$ cat config.mk
export PLATFORM = sky130hd
export DESIGN_NAME = crtl
export DESIGN_NICKNAME = d
export VERILOG_FILES = /design/src/rtl/crtl_pkg.sv /design/src/rtl/crtl_dec.sv /design/src/rtl/crtl.sv
export SDC_FILE = /design/constraint.sdc
export NUM_CORES = 1
export LEC_CHECK = 0
export CAP_MARGIN = 0
export CORE_MARGIN = 2
export CORE_UTILIZATION = 35
export DETAILED_ROUTE_END_ITERATION = 6
export PLACE_DENSITY = 0.63
export SYNTH_ARGS = -nofsm -noshare
export SYNTH_HDL_FRONTEND = slang
export SYNTH_HIERARCHICAL = 1
export SYNTH_SLANG_ARGS = --single-unit
$ cat constraint.sdc
create_clock -name clk -period 0.8 [get_ports clk]
set_clock_uncertainty 0.1 [all_clocks]
set_input_delay 0.08 -clock clk [delete_from_list [all_inputs] [get_ports clk]]
set_output_delay 0.08 -clock clk [all_outputs]
set_load 0.05 [all_outputs]
$ cat src/rtl/crtl_pkg.sv
// crtl_pkg: opcode/funct constants, control-field encodings and the packed
// control word shared by the decoder and the control register.
package crtl_pkg;

  localparam int unsigned OP_W  = 6;
  localparam int unsigned CTL_W = 19;

  // Primary opcodes
  localparam logic [OP_W-1:0] OP_RTYPE = 6'b000000;
  localparam logic [OP_W-1:0] OP_ADDIU = 6'b001001;
  localparam logic [OP_W-1:0] OP_ANDI  = 6'b001100;
  localparam logic [OP_W-1:0] OP_ORI   = 6'b001101;
  localparam logic [OP_W-1:0] OP_LUI   = 6'b001111;
  localparam logic [OP_W-1:0] OP_LW    = 6'b100011;
  localparam logic [OP_W-1:0] OP_SW    = 6'b101011;
  localparam logic [OP_W-1:0] OP_BEQ   = 6'b000100;
  localparam logic [OP_W-1:0] OP_J     = 6'b000010;
  localparam logic [OP_W-1:0] OP_JAL   = 6'b000011;
  localparam logic [OP_W-1:0] OP_LB    = 6'b100000;
  localparam logic [OP_W-1:0] OP_LBU   = 6'b100100;
  localparam logic [OP_W-1:0] OP_LH    = 6'b100001;
  localparam logic [OP_W-1:0] OP_LHU   = 6'b100101;
  localparam logic [OP_W-1:0] OP_SB    = 6'b101000;
  localparam logic [OP_W-1:0] OP_SH    = 6'b101001;

  // R-type funct codes
  localparam logic [OP_W-1:0] FN_ADDU = 6'b100001;
  localparam logic [OP_W-1:0] FN_SUBU = 6'b100011;
  localparam logic [OP_W-1:0] FN_AND  = 6'b100100;
  localparam logic [OP_W-1:0] FN_OR   = 6'b100101;
  localparam logic [OP_W-1:0] FN_SLT  = 6'b101010;
  localparam logic [OP_W-1:0] FN_SLTU = 6'b101011;
  localparam logic [OP_W-1:0] FN_SLL  = 6'b000000;
  localparam logic [OP_W-1:0] FN_JR   = 6'b001000;
  localparam logic [OP_W-1:0] FN_JALR = 6'b001001;

  typedef enum logic [3:0] {
    ALU_ADD  = 4'b0000,
    ALU_SUB  = 4'b0001,
    ALU_OR   = 4'b0010,
    ALU_AND  = 4'b0011,
    ALU_SLT  = 4'b0100,
    ALU_SLTU = 4'b0101,
    ALU_SLL  = 4'b0110
  } aluop_e;

  typedef enum logic [1:0] {
    EXT_ZERO = 2'b00,
    EXT_SIGN = 2'b01,
    EXT_LUI  = 2'b10
  } extop_e;

  typedef enum logic [1:0] {
    DST_RT = 2'b00,
    DST_RD = 2'b01,
    DST_RA = 2'b10
  } regdst_e;

  typedef enum logic [1:0] {
    WB_ALU = 2'b00,
    WB_MEM = 2'b01,
    WB_PC8 = 2'b10
  } memtoreg_e;

  typedef enum logic [1:0] {
    PC_SEQ = 2'b00,
    PC_NPC = 2'b01,
    PC_RS  = 2'b10
  } pcsrc_e;

  typedef enum logic [2:0] {
    LS_WORD = 3'b000,
    LS_HS   = 3'b001,
    LS_HU   = 3'b010,
    LS_BS   = 3'b011,
    LS_BU   = 3'b100
  } lstype_e;

  typedef struct packed {
    memtoreg_e memtoreg;
    logic      memwrite;
    logic      alusrc;
    aluop_e    aluop;
    extop_e    extop;
    regdst_e   regdst;
    logic      regwrite;
    pcsrc_e    pcsrc;
    logic      npcsrc;
    lstype_e   lstype;
  } ctrl_t;

endpackage

$ cat src/rtl/crtl_dec.sv
// crtl_dec: combinational opcode/funct to control-word decoder.
// Ports: opcode_i, funct_i -> ctrl_c (unregistered control word).
// Macro CRTL_LS_EXT_EN enables lb/lbu/lh/lhu/sb/sh decoding.
module crtl_dec
  import crtl_pkg::*;
(
  input  logic [OP_W-1:0] opcode_i,
  input  logic [OP_W-1:0] funct_i,
  output ctrl_t           ctrl_c
);

  // Anything not matched below stays all-zero (NOP).
  always_comb begin
    ctrl_c = '0;
    case (opcode_i)
      OP_RTYPE: begin
        ctrl_c.regdst   = DST_RD;
        ctrl_c.regwrite = 1'b1;
        case (funct_i)
          FN_ADDU: ctrl_c.aluop = ALU_ADD;
          FN_SUBU: ctrl_c.aluop = ALU_SUB;
          FN_AND:  ctrl_c.aluop = ALU_AND;
          FN_OR:   ctrl_c.aluop = ALU_OR;
          FN_SLT:  ctrl_c.aluop = ALU_SLT;
          FN_SLTU: ctrl_c.aluop = ALU_SLTU;
          FN_SLL:  ctrl_c.aluop = ALU_SLL;
          FN_JR: begin
            ctrl_c.pcsrc    = PC_RS;
            ctrl_c.regwrite = 1'b0;
            ctrl_c.regdst   = DST_RT;
          end
          FN_JALR: begin
            ctrl_c.pcsrc    = PC_RS;
            ctrl_c.memtoreg = WB_PC8;
          end
          default: ctrl_c = '0;
        endcase
      end
      OP_ADDIU: begin
        ctrl_c.alusrc   = 1'b1;
        ctrl_c.extop    = EXT_SIGN;
        ctrl_c.aluop    = ALU_ADD;
        ctrl_c.regwrite = 1'b1;
      end
      OP_ANDI: begin
        ctrl_c.alusrc   = 1'b1;
        ctrl_c.extop    = EXT_ZERO;
        ctrl_c.aluop    = ALU_AND;
        ctrl_c.regwrite = 1'b1;
      end
      OP_ORI: begin
        ctrl_c.alusrc   = 1'b1;
        ctrl_c.extop    = EXT_ZERO;
        ctrl_c.aluop    = ALU_OR;
        ctrl_c.regwrite = 1'b1;
      end
      OP_LUI: begin
        ctrl_c.alusrc   = 1'b1;
        ctrl_c.extop    = EXT_LUI;
        ctrl_c.aluop    = ALU_OR;
        ctrl_c.regwrite = 1'b1;
      end
      OP_LW: begin
        ctrl_c.alusrc   = 1'b1;
        ctrl_c.extop    = EXT_SIGN;
        ctrl_c.aluop    = ALU_ADD;
        ctrl_c.memtoreg = WB_MEM;
        ctrl_c.regwrite = 1'b1;
        ctrl_c.lstype   = LS_WORD;
      end
      OP_SW: begin
        ctrl_c.alusrc   = 1'b1;
        ctrl_c.extop    = EXT_SIGN;
        ctrl_c.aluop    = ALU_ADD;
        ctrl_c.memwrite = 1'b1;
        ctrl_c.lstype   = LS_WORD;
      end
      OP_BEQ: begin
        ctrl_c.aluop  = ALU_SUB;
        ctrl_c.extop  = EXT_SIGN;
        ctrl_c.pcsrc  = PC_NPC;
        ctrl_c.npcsrc = 1'b0;
      end
      OP_J: begin
        ctrl_c.pcsrc  = PC_NPC;
        ctrl_c.npcsrc = 1'b1;
      end
      OP_JAL: begin
        ctrl_c.pcsrc    = PC_NPC;
        ctrl_c.npcsrc   = 1'b1;
        ctrl_c.regdst   = DST_RA;
        ctrl_c.memtoreg = WB_PC8;
        ctrl_c.regwrite = 1'b1;
      end
`ifdef CRTL_LS_EXT_EN
      OP_LB, OP_LBU, OP_LH, OP_LHU: begin
        ctrl_c.alusrc   = 1'b1;
        ctrl_c.extop    = EXT_SIGN;
        ctrl_c.aluop    = ALU_ADD;
        ctrl_c.memtoreg = WB_MEM;
        ctrl_c.regwrite = 1'b1;
        case (opcode_i)
          OP_LB:   ctrl_c.lstype = LS_BS;
          OP_LBU:  ctrl_c.lstype = LS_BU;
          OP_LH:   ctrl_c.lstype = LS_HS;
          default: ctrl_c.lstype = LS_HU;
        endcase
      end
      OP_SB, OP_SH: begin
        ctrl_c.alusrc   = 1'b1;
        ctrl_c.extop    = EXT_SIGN;
        ctrl_c.aluop    = ALU_ADD;
        ctrl_c.memwrite = 1'b1;
        ctrl_c.lstype   = (opcode_i == OP_SB) ? LS_BS : LS_HS;
      end
`endif
      default: ctrl_c = '0;
    endcase
  end

endmodule

$ cat src/rtl/crtl.sv
// crtl: main instruction decoder with registered control outputs.
// Inputs: clk, rst_n (async active-low), en (load/stall), flush (load NOP,
// beats en), OPCode, FunctCode. Outputs: registered datapath control fields.
// Macro CRTL_LS_EXT_EN enables the sub-word load/store instructions.
module crtl
  import crtl_pkg::*;
(
  input  logic       clk,
  input  logic       rst_n,
  input  logic       en,
  input  logic       flush,
  input  logic [5:0] OPCode,
  input  logic [5:0] FunctCode,
  output logic [1:0] MemtoReg,
  output logic       MemWrite,
  output logic       ALUsrc,
  output logic [3:0] ALUop,
  output logic [1:0] EXTop,
  output logic [1:0] RegDst,
  output logic       RegWrite,
  output logic [1:0] PCsrc,
  output logic       NPCsrc,
  output logic [2:0] LStype
);

  ctrl_t dec_c;
  ctrl_t ctrl_d;
  ctrl_t ctrl_q;

  crtl_dec u_dec (
    .opcode_i (OPCode),
    .funct_i  (FunctCode),
    .ctrl_c   (dec_c)
  );

  // flush bubbles, en loads, otherwise hold (stall)
  always_comb begin
    ctrl_d = ctrl_q;
    if (flush) begin
      ctrl_d = '0;
    end else if (en) begin
      ctrl_d = dec_c;
    end
  end

  always_ff @(posedge clk or negedge rst_n) begin
    if (!rst_n) begin
      ctrl_q <= '0;
    end else begin
      ctrl_q <= ctrl_d;
    end
  end

  assign MemtoReg = ctrl_q.memtoreg;
  assign MemWrite = ctrl_q.memwrite;
  assign ALUsrc   = ctrl_q.alusrc;
  assign ALUop    = ctrl_q.aluop;
  assign EXTop    = ctrl_q.extop;
  assign RegDst   = ctrl_q.regdst;
  assign RegWrite = ctrl_q.regwrite;
  assign PCsrc    = ctrl_q.pcsrc;
  assign NPCsrc   = ctrl_q.npcsrc;
  assign LStype   = ctrl_q.lstype;

endmodule

* Word level (Yosys, flattened, before mapping)
Index checks and enable logic that the tools add are counted.
** Storage, ports and cells
- Memories :: 0
- Bits of input ports :: 16
- Bits in read-only memories :: 0
- RAM bits :: 0
- Latch bits :: 0
- Output and inout port bits :: 19
- Word-level logic and storage cells :: 49
- Register bits after elaboration :: 19
** Operators by class
- Div/mod/pow operators :: 0
- Magnitude comparators :: 0
- Reduce and logical (&&, ||, !) cells :: 9
- Shift-type cells :: 0
- Multiply operators :: 0
- $add $sub $neg :: 0
- Equal/unequal tests :: 17
- Mux-type cells :: 13
- Bitwise gates (word level) :: 0
** Operator list (count)
- $eq 6x6->1 const B :: 8
- $mux 19 :: 2
- $eq 6x4->1 const B :: 6
- $pmux 5 s6 :: 1
- $pmux 3 s6 :: 1
- $eq 6x2->1 const B :: 2
- $logic_not 6->1 :: 2
- $reduce_or 6->1 :: 2
- $pmux 3 s3 :: 1
- $reduce_or 8->1 :: 1
- $eq 6x3->1 const B :: 1
- $mux 2 :: 3
- $pmux 2 s3 :: 1
- $pmux 2 s2 :: 1
- $reduce_or 2->1 :: 2
- $reduce_or 3->1 :: 1
- $mux 1 :: 2
- $pmux 1 s2 :: 1
- $reduce_bool 2->1 :: 1

* Logic depth before layout (Yosys ltp)
- Depth in word-level cells :: 6
- Depth in mapped cells :: 8
- Gate-level depth less buffers :: 6

* By module
Netlist, hierarchy kept.
** By module, submodules not included
- crtl :: cells an instance 61, instances 1, area each 778.2 um^2
- crtl_dec :: cells an instance 67, instances 1, area each 406.6 um^2

* Worst setup path before layout
OpenSTA, ideal clock, no wires.
- Path type :: input to register
- Start point :: in OPCode[2]
- End point :: reg ctrl_q, in the netlist RegWrite
- Path slack :: -1.029 ns
- Data arrival time :: 1.657 ns
- Buffers on the path :: 2
- Cell stages on the path :: 8
- Cells stage by stage :: buf_6 or2_1 buf_6 or4_4 or4_1 a31oi_1 mux2i_1 nor2_1
** RTL lines
- start, declared :: line crtl.sv:12 : input logic [5:0] OPCode,
- end signal, assigned :: line crtl.sv:50 : ctrl_q <= ctrl_d;
- end, declared :: line crtl.sv:28 : ctrl_t ctrl_q;

==> impl_metrics.tcl <==
set metrics [dict create \
    synth_seq_area_share 0.401 \
    crit_fanout 2 \
    synth_top_flop_cell "dfrtp_1" \
    antenna_violations_before_repair 0 \
    timing.final.ws_setup_ps -682 \
    post-route-min-period_ps 1480 \
    num_rows 21 \
    nFillCells 258 \
    final-hold-violation-count 0 \
    layout-drive-gt1-share 0.537 \
    floorplan.core_area_um2 3280 \
    fin_crit_sh 1.85 \
    cts_inserted_buffers 3 \
    place.port_buffers 34 \
    drt-initial-drc-count 48 \
    postSynthCellCount 128 \
    cts_num_sinks 19 \
    worst-endpoint-required_ps 930 \
    synth-warning-count 6 \
    yosys_register_bits 19 \
    fin_setup_tns_ps -9070 \
    register_area_um2 485 \
    crit_top_cell "buf_6" \
    setup.worst_path.end_class "flop" \
    detail_route.first_pass.iterations 4 \
    ys_async_sr_fraction 1.00 \
    yosysTopAreaCellShare 0.401 \
    floorplan.initialDensity 0.361 \
    worst_path_largest_cell_delay_ps 430 \
    top_level_ports 35 \
    grt_pass1_vias 1192 \
    finalWeightedCongestion 0.797 \
    place_inst 223 \
    routed-via-count 1168 \
    cts_hold_repair.buffers 0 \
    mostFrequentLayoutCells "26 x nor2_1, 22 x buf_12, 21 x buf_4, 20 x mux2i_1" \
    synthTopCellsByArea "dfrtp_1 40%, mux2i_1 17%, nor2_1 8.6%" \
    critPathLaunchType "primary input" \
    drc 0 \
    synth_top_area_cell "dfrtp_1" \
    fp.dieW_um 62.2 \
    stdcell_count 234 \
    post_synth_instance_area_um2 1180 \
    synth-edff-count 0 \
    wire_per_inst_um 14.6 \
    status "complete, but fails checks" \
    die_height_um 62.2 \
    clk_root_buffer_cell "clkbuf_4" \
    worstSkewPairLatency_ps 280 \
    rsz_0062_raised_after_global_routing "true" \
    dpl-instance-area_um2 1940 \
    leakagePower_nw 1.00 \
    critPathSlowestCell "or4_4" \
    violated_checks "setup timing" \
    final_design_area_no_fill_um2 2200 \
    setup_viol 38 \
    h_tree_levels 1 \
    area.growth.synth_to_final_pct 86.1 \
    worst_ir_drop_vdd_mv 1.01 \
    nNetsFinal 205 \
    n_antenna_cell 0 \
    vias_per_std_cell 4.99 \
    timing.setup.critical_path_class "in2reg" \
    worst-path-buf-inv 2 \
    netlist-cell-type-count 35 \
    path_class_of_the_lowest_slack_min_delay_path "in2async" \
    synth.avg_cell_area_um2 9.26 \
    critPathArrivalTime_ps 1610 \
    post_route_ant_nets 0 \
    max_cap_violations 0 \
    finalMaxSlewViolations 0 \
    wl_um 3430 \
    setup.worst_path.start "OPCode[2]" \
    path_cells "buf_6, or2_1, or4_4, buf_6, or3_1, a31oi_1, mux2i_1, nor2_1" \
    critical_path.top_delay_family "simple AND/OR/NAND/NOR gates" \
    overall_routing_resource_usage 0.183 \
    grt_pass1_wl_um 5760 \
    maxClockFrequency_mhz 675 \
    cts_tree "built" \
    hold_ws_ps 23.2 \
    dieArea_um2 3870 \
    gr-total-overflow 0 \
    power-per-cell-area_nw_per_um2 987 \
    most_common_library_cell_in_the_layout_ignoring_fill_and_taps "nor2_1" \
    hpwlAfterDp_um 2220 \
    clock_pin_slew_on_the_worst_setup_and_hold_paths_ps 110 \
    multi_input_comb_area_um2 759 \
    grt_start_max_net_pins 20 \
    cts.path.max_buffers 2 \
    rr_startpoint "PCsrc[1]" \
]
-- metrics by stage --
step                utilization  total power [mW]  worst slack [ps]
global route              0.671              2.30              -757
finish                    0.671              2.18              -682
CTS                       0.654              2.18              -810
floorplan                     -              1.31             -1030
global placement          0.591              1.60             -1270
detailed placement        0.591              1.61             -1300
-- layer usage --
metal,vias up,routed length [um],track usage
li1,560,-,-
met1,570,1500,0.254
met2,34,1710,0.299
met3,4,168,0.0236
met4,0,41,0.0556
met5,-,0,0
-- power breakdown --
part	switching [mW]	internal, mW	total [mW]
logic	0.339	0.361	0.700
registers	0.0191	0.980	0.999
clock network	0.284	0.193	0.477
-- synthesized netlist by cell type (all sizes together), types with 2 or more instances --
| cell type | count |
|---|---|
| nand3 | 4 |
| nor4 | 3 |
| or4 | 2 |
| buf | 10 |
| a21o | 2 |
| inv | 2 |
| nor3 | 6 |
| mux2i | 20 |
| dfrtp | 19 |
| nand2 | 4 |
| o21ai | 2 |
| a31oi | 3 |
| nor2 | 27 |
| a21oi | 4 |
| clkbuf | 4 |
| or2 | 3 |
-- registers in the layout (all words and copies together), names as in the netlist --
signal	count
MemtoReg	2
RegWrite	1
NPCsrc	1
RegDst	2
ALUsrc	1
LStype	3
MemWrite	1
PCsrc	2
ALUop	4
EXTop	2
-- repair_timing --
action                                  4_1_cts  5_1_grt
hold endpoints to repair                      0        8
endpoints found under the setup margin       38       38
pin swaps                                    21       12
buffers inserted                              7        2
cloned                                        1        0
resized for setup                            68       12
-- final timing paths --
kind | endpoint | slack, ps | depth (start not counted)
worst max-delay path | RegWrite | -680 | 8
worst min-delay path | ALUop[3] | 20 | 2
worst max register to register | PCsrc[1] | -140 | 3
worst min register to register | LStype[0] | 480 | 2
max in group asynchronous | MemWrite | 430 | 2
min in group clk | PCsrc[1] | 150 | 5
-- cells by family after synthesis --
group | after synthesis | share of synthesized area
compound gates | 14 | 0.0760
flops | 19 | 0.401
xor+xnor | 1 | 0.00739
mux | 21 | 0.178
simple gates | 55 | 0.226
fa+ha+maj | 1 | 0.00845
other cells | 1 | 0.00316
buf+inv | 16 | 0.0993
-- cell type report --
type,instances,share of cell area
inverters,2,0.00568
well taps,46,0.0261
clock buffers,4,0.0119
repair buffers,67,0.392
multi-input cells,96,0.344
flip-flops and latches,19,0.220
-- worst register-to-register path: cells and delay by family (launching register included) --
family / cells / cell delay (ps)
AND/OR/NAND/NOR: 1 / 50
flip-flops: 1 / 430
multiplexers: 1 / 120
buffers and inverters: 1 / 150
Power figures use the tool's default switching activity.
